==> src/rtl/mux_rr_arbiter.sv <==
// rtl/mux_rr_arbiter.sv - round-robin arbiter and sequencer for a shared 4:1 muxed data channel
//
// Ports:
//   clk            rising-edge clock
//   rst            synchronous active-high reset
//   req[3:0]       request per requester, bit i belongs to Di
//   D0..D3         requester data words (WIDTH bits)
//   ready          downstream accepts Out this cycle
//   Out            granted data word, zero while idle
//   valid          Out carries a transferable word
//   gnt[3:0]       registered one-hot grant, zero while idle
//   s1, s0         registered mux select, {s1,s0} is the owner index
//
// Parameters:
//   WIDTH          data width
//   MAX_BURST      accepted transfers per tenure before the grant is released (>= 1)

module mux_rr_arbiter #(
    parameter int WIDTH     = 8,
    parameter int MAX_BURST = 4
) (
    input  logic             clk,
    input  logic             rst,
    input  logic [3:0]       req,
    input  logic [WIDTH-1:0] D0,
    input  logic [WIDTH-1:0] D1,
    input  logic [WIDTH-1:0] D2,
    input  logic [WIDTH-1:0] D3,
    input  logic             ready,
    output logic [WIDTH-1:0] Out,
    output logic             valid,
    output logic [3:0]       gnt,
    output logic             s1,
    output logic             s0
);

    // Burst counter is at least one bit wide, even for MAX_BURST of 1 or 2.
    localparam int CNT_W = (MAX_BURST > 2) ? $clog2(MAX_BURST) : 1;
    localparam logic [CNT_W-1:0] CNT_LAST = CNT_W'(MAX_BURST - 1);

    typedef enum logic {
        IDLE  = 1'b0,
        GRANT = 1'b1
    } state_t;

    state_t           state;
    state_t           state_nxt;
    logic [1:0]       owner;
    logic [1:0]       owner_nxt;
    logic [1:0]       last;
    logic [1:0]       last_nxt;
    logic [CNT_W-1:0] cnt;
    logic [CNT_W-1:0] cnt_nxt;
    logic [3:0]       gnt_q;
    logic [3:0]       gnt_nxt;

    logic             xfer;
    logic             release_now;
    logic [2:0]       pick_idle;
    logic [2:0]       pick_handoff;
    logic [WIDTH-1:0] mux_word;

    // Round-robin search starting just after 'base'; 'base' itself is tried
    // last so the previous owner only wins when nobody else is asking.
    // Result is {found, index}. Offsets are scanned from farthest to nearest
    // so the nearest requesting offset is the final assignment.
    function automatic logic [2:0] rr_pick(input logic [1:0] base, input logic [3:0] r);
        logic [2:0] res;
        logic [1:0] idx;
        res = 3'b000;
        for (int i = 4; i >= 1; i--) begin
            idx = base + 2'(i);
            if (r[idx]) begin
                res = {1'b1, idx};
            end
        end
        return res;
    endfunction

    function automatic logic [3:0] onehot(input logic [1:0] idx);
        return 4'b0001 << idx;
    endfunction

    // Idle search uses the stored previous owner; the handoff search treats
    // the owner being released as the new 'last'.
    assign pick_idle    = rr_pick(last, req);
    assign pick_handoff = rr_pick(owner, req);

    assign xfer        = valid && ready;
    assign release_now = !req[owner] || (xfer && (cnt == CNT_LAST));

    // State register
    always_ff @(posedge clk) begin
        if (rst) begin
            state <= IDLE;
            owner <= 2'd0;
            last  <= 2'd3;
            cnt   <= '0;
            gnt_q <= 4'b0000;
        end else begin
            state <= state_nxt;
            owner <= owner_nxt;
            last  <= last_nxt;
            cnt   <= cnt_nxt;
            gnt_q <= gnt_nxt;
        end
    end

    // Next-state logic
    always_comb begin
        state_nxt = state;
        owner_nxt = owner;
        last_nxt  = last;
        cnt_nxt   = cnt;
        gnt_nxt   = gnt_q;
        case (state)
            IDLE: begin
                if (pick_idle[2]) begin
                    state_nxt = GRANT;
                    owner_nxt = pick_idle[1:0];
                    gnt_nxt   = onehot(pick_idle[1:0]);
                    cnt_nxt   = '0;
                end
            end
            GRANT: begin
                if (release_now) begin
                    last_nxt = owner;
                    cnt_nxt  = '0;
                    if (pick_handoff[2]) begin
                        // Zero-bubble handoff: new owner is live next cycle.
                        owner_nxt = pick_handoff[1:0];
                        gnt_nxt   = onehot(pick_handoff[1:0]);
                    end else begin
                        state_nxt = IDLE;
                        gnt_nxt   = 4'b0000;
                    end
                end else if (xfer) begin
                    cnt_nxt = cnt + 1'b1;
                end
            end
        endcase
    end

    // Output logic: data path follows the registered owner, gated by state.
    always_comb begin
        mux_word = D0;
        case (owner)
            2'd0: mux_word = D0;
            2'd1: mux_word = D1;
            2'd2: mux_word = D2;
            2'd3: mux_word = D3;
        endcase
        Out   = (state == GRANT) ? mux_word : '0;
        valid = (state == GRANT) && req[owner];
    end

    assign gnt = gnt_q;
    assign s1  = owner[1];
    assign s0  = owner[0];

endmodule

==> config.mk <==
export PLATFORM = sky130hd
export DESIGN_NAME = mux_rr_arbiter
export DESIGN_NICKNAME = d
export VERILOG_FILES = /design/src/rtl/mux_rr_arbiter.sv
export SDC_FILE = /design/constraint.sdc
export NUM_CORES = 1
export LEC_CHECK = 0
export ABC_AREA = 1
export BUFFER_PORTS_ARGS = -buffer_cell sky130_fd_sc_hd__buf_4
export CORE_UTILIZATION = 50
export CTS_CLUSTER_DIAMETER = 120
export DETAILED_ROUTE_END_ITERATION = 10
export PLACE_DENSITY_LB_ADDON = 0.2
export SYNTH_ARGS = -nofsm -noshare
export SYNTH_HDL_FRONTEND = slang
export SYNTH_SLANG_ARGS = --single-unit
==> constraint.sdc <==
create_clock -name clk -period 3.6 [get_ports clk]
set_input_delay 0.72 -clock clk [delete_from_list [all_inputs] [get_ports clk]]
set_output_delay 0.72 -clock clk [all_outputs]
set_load 0.01 [all_outputs]
# Yosys cells after proc, flatten, opt, wreduce, memory -nomap -nowiden
# Index checks and enable logic that the tools add are counted.
# W data, S select, Z words.
[totals]
reg_bits = 11
latchBits = 0
mem_bits_rw = 0
mem_bits_ro = 0
inputBits = 39
output_inout_bits = 15
wordCells = 83
memories = 0
[op_classes]
addsub = 7
n_mul = 0
div_mod_pow = 0
order_cmp = 8
eq_ne = 8
shifts = 2
mux = 42
bitwise_logic = 1
reduce_logical = 10
[op_table]
columns = ["op", "count"]
rows = [
  ["$pmux W8 S4", 1],
  ["$lt A2 B3 Y1 const B", 8],
  ["$mux W3", 8],
  ["$bmux W1 S2", 8],
  ["$mux W2", 6],
  ["$mux W4", 3],
  ["$mux W1", 11],
  ["$add A2 B2 Y2 const B", 4],
  ["$mux W8", 1],
  ["$pmux W2 S2", 2],
  ["$pmux W4 S2", 1],
  ["$shl A1 B2 Y4 const A", 2],
  ["$add A2 B1 Y2 const B", 3],
  ["$eq A2 B2 Y1 const B", 3],
  ["$reduce_and A2 Y1", 3],
  ["$ne A2 B1 Y1 const B", 2],
  ["$logic_and A1 B1 Y1", 3],
  ["$ne A3 B1 Y1 const B", 1],
  ["$reduce_and A3 Y1", 1],
  ["$eq A2 B1 Y1 const B", 1],
  ["$logic_not A2 Y1", 1],
  ["$ne A2 B2 Y1 const B", 1],
  ["$pmux W1 S2", 1],
  ["$logic_not A1 Y1", 1],
  ["other kinds (2)", 2],
]

# Longest topological paths before layout
[logic_depth]
ltp_word = 10
mapped_depth = 15
mapped_depth_nobuf = 14

# Least setup slack after synthesis
# No wires, ideal clock.
[synth_path]
path_kind = "flip-flop to output port"
from = "register owner[0]"
to = "output port Out[0]"
arrival_time_ps = 1439
path_slack_ps = 1441
path_stages_with_launch = 7
path_buffers = 1
path_cell_list = "dfxtp_1 -> inv_2 -> ha_1 -> clkbuf_1 -> inv_1 -> o21ai_0 -> a31oi_1"
[synth_via]
elab_chain_len = 3
elab_cells_between_ends = 6
cone_classes = "eq/ne (3); mux (2); reduce/logical (1)"
[synth_rtl]
columns = ["item", "line_no", "source"]
rows = [
  ["start: declaration", "48", "logic [1:0] owner;"],
  ["start signal: assignment", "102", "owner <= owner_nxt;"],
  ["$eq A2 B2 Y1 (tied with other cells)", "147", "case (owner)"],
  ["$pmux W8 S4 (*)", "147", ""],
  ["$mux W8 (*)", "153", "Out = (state == GRANT) ? mux_word : '0;"],
  ["end: declaration", "30", "output logic [WIDTH-1:0] Out,"],
]
# Mark *: on every way between the ends. The rest lies on a longest branch, timed or not.

# Worst setup path after layout
[layout_path]
from = "register owner[1]"
to = "output port Out[0]"
# Same word-level chain as after synthesis.

==> qor.yml <==
run_status:
  outcome: "completed"
clock_network:
  post_cts_buffers: 0
  cts_tree: "yes"
  cts_root_buffer: "clkbuf_4"
  h-tree-depth: 1
  cts.path.max_buffers: 2
  clock_sinks: 11
  path_clk_slew_ns: 0.07
  numCtsBuffers: 3
  cts_hold_buffers: 0
  clk_latency_ns: 0.28
  cts_resized: 0
setup_path:
  startpoint: "owner[1]"
  critical_path.top_delay_family: "buffers and inverters"
  crit_buf_inv: 3
  path_common_cell: "inv_1"
  cp_data_arrival_time_ns: 1.95
  crit_fanout: 9
  r2r-end: "owner[0]"
  cp-start-kind: "flop"
  end_kind: "output port"
  slowest_stage: "dfxtp_1"
  cp_data_required_time_ns: 2.88
  crit_path_max_incr_delay_ns: 0.48
  r2r-start: "owner[1]"
  worst-setup-path-type: "flop to output port"
  ff2ff_path_depth: 12
  path_cells: "inv_1, ha_1, inv_1, o21ai_0, a31oi_1, buf_4"
  r2r_slack_ns: 1.64
logic_synthesis:
  synth_area_mm2: 0.00124
  synth_simple_gate_area_frac: 0.440
  synth-xor-area-share: 0
  synth_top_family_by_area: "simple AND/OR/NAND/NOR gates"
  ys_types: 23
  syn_inst: 230
  yosysWarnings: 0
  synth-compound-area-share: 0.203
  synth-seq-area-share: 0.177
  syn_avg_cell_area_um2: 5.40
  ys_ff_latch: 11
  synth.net_count: 274
  synthAdderAreaFrac: 0.0504
  synthMuxAreaShare: 0
placed_design:
  portBuffers: 53
  place.gp.congestion: 0.826
  hpwl_mm: 2.70
  dp_slack_ns: 1.29
  dpl-instance-area_mm2: 0.00165
min_path:
  hp-start: "gnt[2]"
  min_to: "gnt[2]"
  hold_depth: 4
  min_path_type: "flop to flop"
finish:
  register_area_um2: 220
  final_common_cell: "nand2_1"
  drive_gt1_frac: 0.267
  final_nets: 326
  nFillCells: 203
  antenna_cells: 0
  area_growth_pct: 34.9
  final_util: 0.736
  multi_input_area_um2: 860
  final_cell_mix: "86 x nand2_1, 53 x buf_4, 31 x inv_1"
  final_cell_area_mm2: 0.00167
pwr:
  internal_power_mw: 0.527
  power_switching_mw: 0.614
  power_mw: 1.14
  p_leak_nw: 0.984
  switching_share: 0.538
  power.density_mw_per_mm2: 682
  p_seq_frac: 0.186
  p_clk_frac: 0.079
  peakVddDrop_v: 0.000417
  p_comb_frac: 0.735
routing:
  first_iter_violations: 69
  antenna_left: 0
  drcViolationCount: 0
  wl_per_cell_um: 11.1
  dr_total_vias: 1536
  routed_wl_mm: 3.42
  drt-vias-per-instance: 4.97
  drt_first_pass_iters: 4
floorplan:
  num_rows: 17
  ios: 54
  dieArea_mm2: 0.00269
  die_h_um: 51.8
  chipWidth_um: 51.8
  core_area_mm2: 0.00228
  start_util: 0.545
flow_run:
  max-cap-violations: 0
sta:
  post-route-period-util: 0.740
  finalSetupTns_ns: 0
  report.final.slew_viol_count: 0
  setup_slack_ns: 0.934
  relSlewSlack: 0.692
  finalSetupViolCount: 0
  max_freq_ghz: 0.375
  worst_pin_slew_ns: 0.462
  min_period_ns: 2.67
  finClkSkew_ns: 0.00974
  rsz0062_at_grt: "false"
  hold_violations: 0
global_routing:
  grt_max_degree: 15
  groute.usage.overall: 0.269
  grt.overflow.total: 0
  grt_pass1_vias: 1288
  antenna_found_initial: 0
  grt_pass1_wl_mm: 5.49
## tightest hold or removal path, cell delays in order (launching register included)
cell     delay, ns
dfxtp_1       0.31
inv_1         0.05
nand2_1       0.04
nand2_1       0.05
a21oi_1       0.04
## routing by layer
metal	global-route usage	vias up	wire, um
li1	-	833	-
met1	0.353	646	1610
met2	0.434	49	1550
met3	0.0292	8	187
met4	0.131	0	66
met5	0	-	0
## state kept, by name (all words and copies together), names as in the netlist
signal and flops:
owner 2, gnt 4, state 1, cnt 2
last 2
## Yosys cell counts
library cell	n	area (um2)
a21oi_1	17	85.1
o21ai_1	1	5.00
o21ai_0	14	70.1
nor2_1	13	48.8
nor2_4	1	11.3
clkbuf_1	2	7.51
nand2_2	6	37.5
o21ai_2	3	26.3
and2_1	1	6.26
buf_4	1	7.51
inv_1	31	116
dfxtp_1	11	220
buf_1	3	11.3
nand2_4	2	22.5
nand4_1	1	6.26
nand3_1	15	75.1
o211ai_1	2	15.0
and2_4	1	8.76
nor2_2	1	6.26
a31oi_1	8	50.1
nand2_1	86	323
inv_2	5	18.8
ha_1	5	62.6
## power by group through the flow
stage | Sequential, mW | Combinational, mW | Clock [mW]
CTS | 0.211 | 0.827 | 0.0908
global placement | 0.211 | 0.812 | 0
floorplan | 0.205 | 0.592 | 0
detailed placement | 0.214 | 0.823 | 0
global route | 0.220 | 0.946 | 0.0948
finish | 0.212 | 0.839 | 0.0906
## cells by family (layout without fill, tap and decap cells)
family	after synthesis	in the layout
buffers and inverters	42	93
AO/OA/AOI/OAI	45	45
flip-flops	11	11
adder cells (fa/ha/maj)	5	5
AND/OR/NAND/NOR	127	127
## area by class of cell
| type | instances | area share |
|---|---|---|
| Clock buffer | 4 | 0.0157 |
| Inverter | 36 | 0.0807 |
| Multi-Input combinational cell | 177 | 0.513 |
| Sequential cell | 11 | 0.132 |
| Tap cell | 28 | 0.0209 |
| Timing Repair Buffer | 53 | 0.238 |
## how the worst max path moves through the flow
stage | to | slack, ns | cells past startpoint
floorplan | Out[0] | 1.44 | 6
global placement | Out[1] | 1.32 | 6
detailed placement | Out[5] | 1.29 | 6
CTS | Out[1] | 0.98 | 6
global route | Out[7] | 0.79 | 6
finish | Out[0] | 0.93 | 6
## metrics by stage
step	std cells	hold WS (ns)
after CTS	309	0.533
after floorplan	230	0.456
after global routing	309	0.567
final	309	0.529
after detailed placement	305	0.516
after global placement	305	0.487
(Power assumes the default switching activity.)
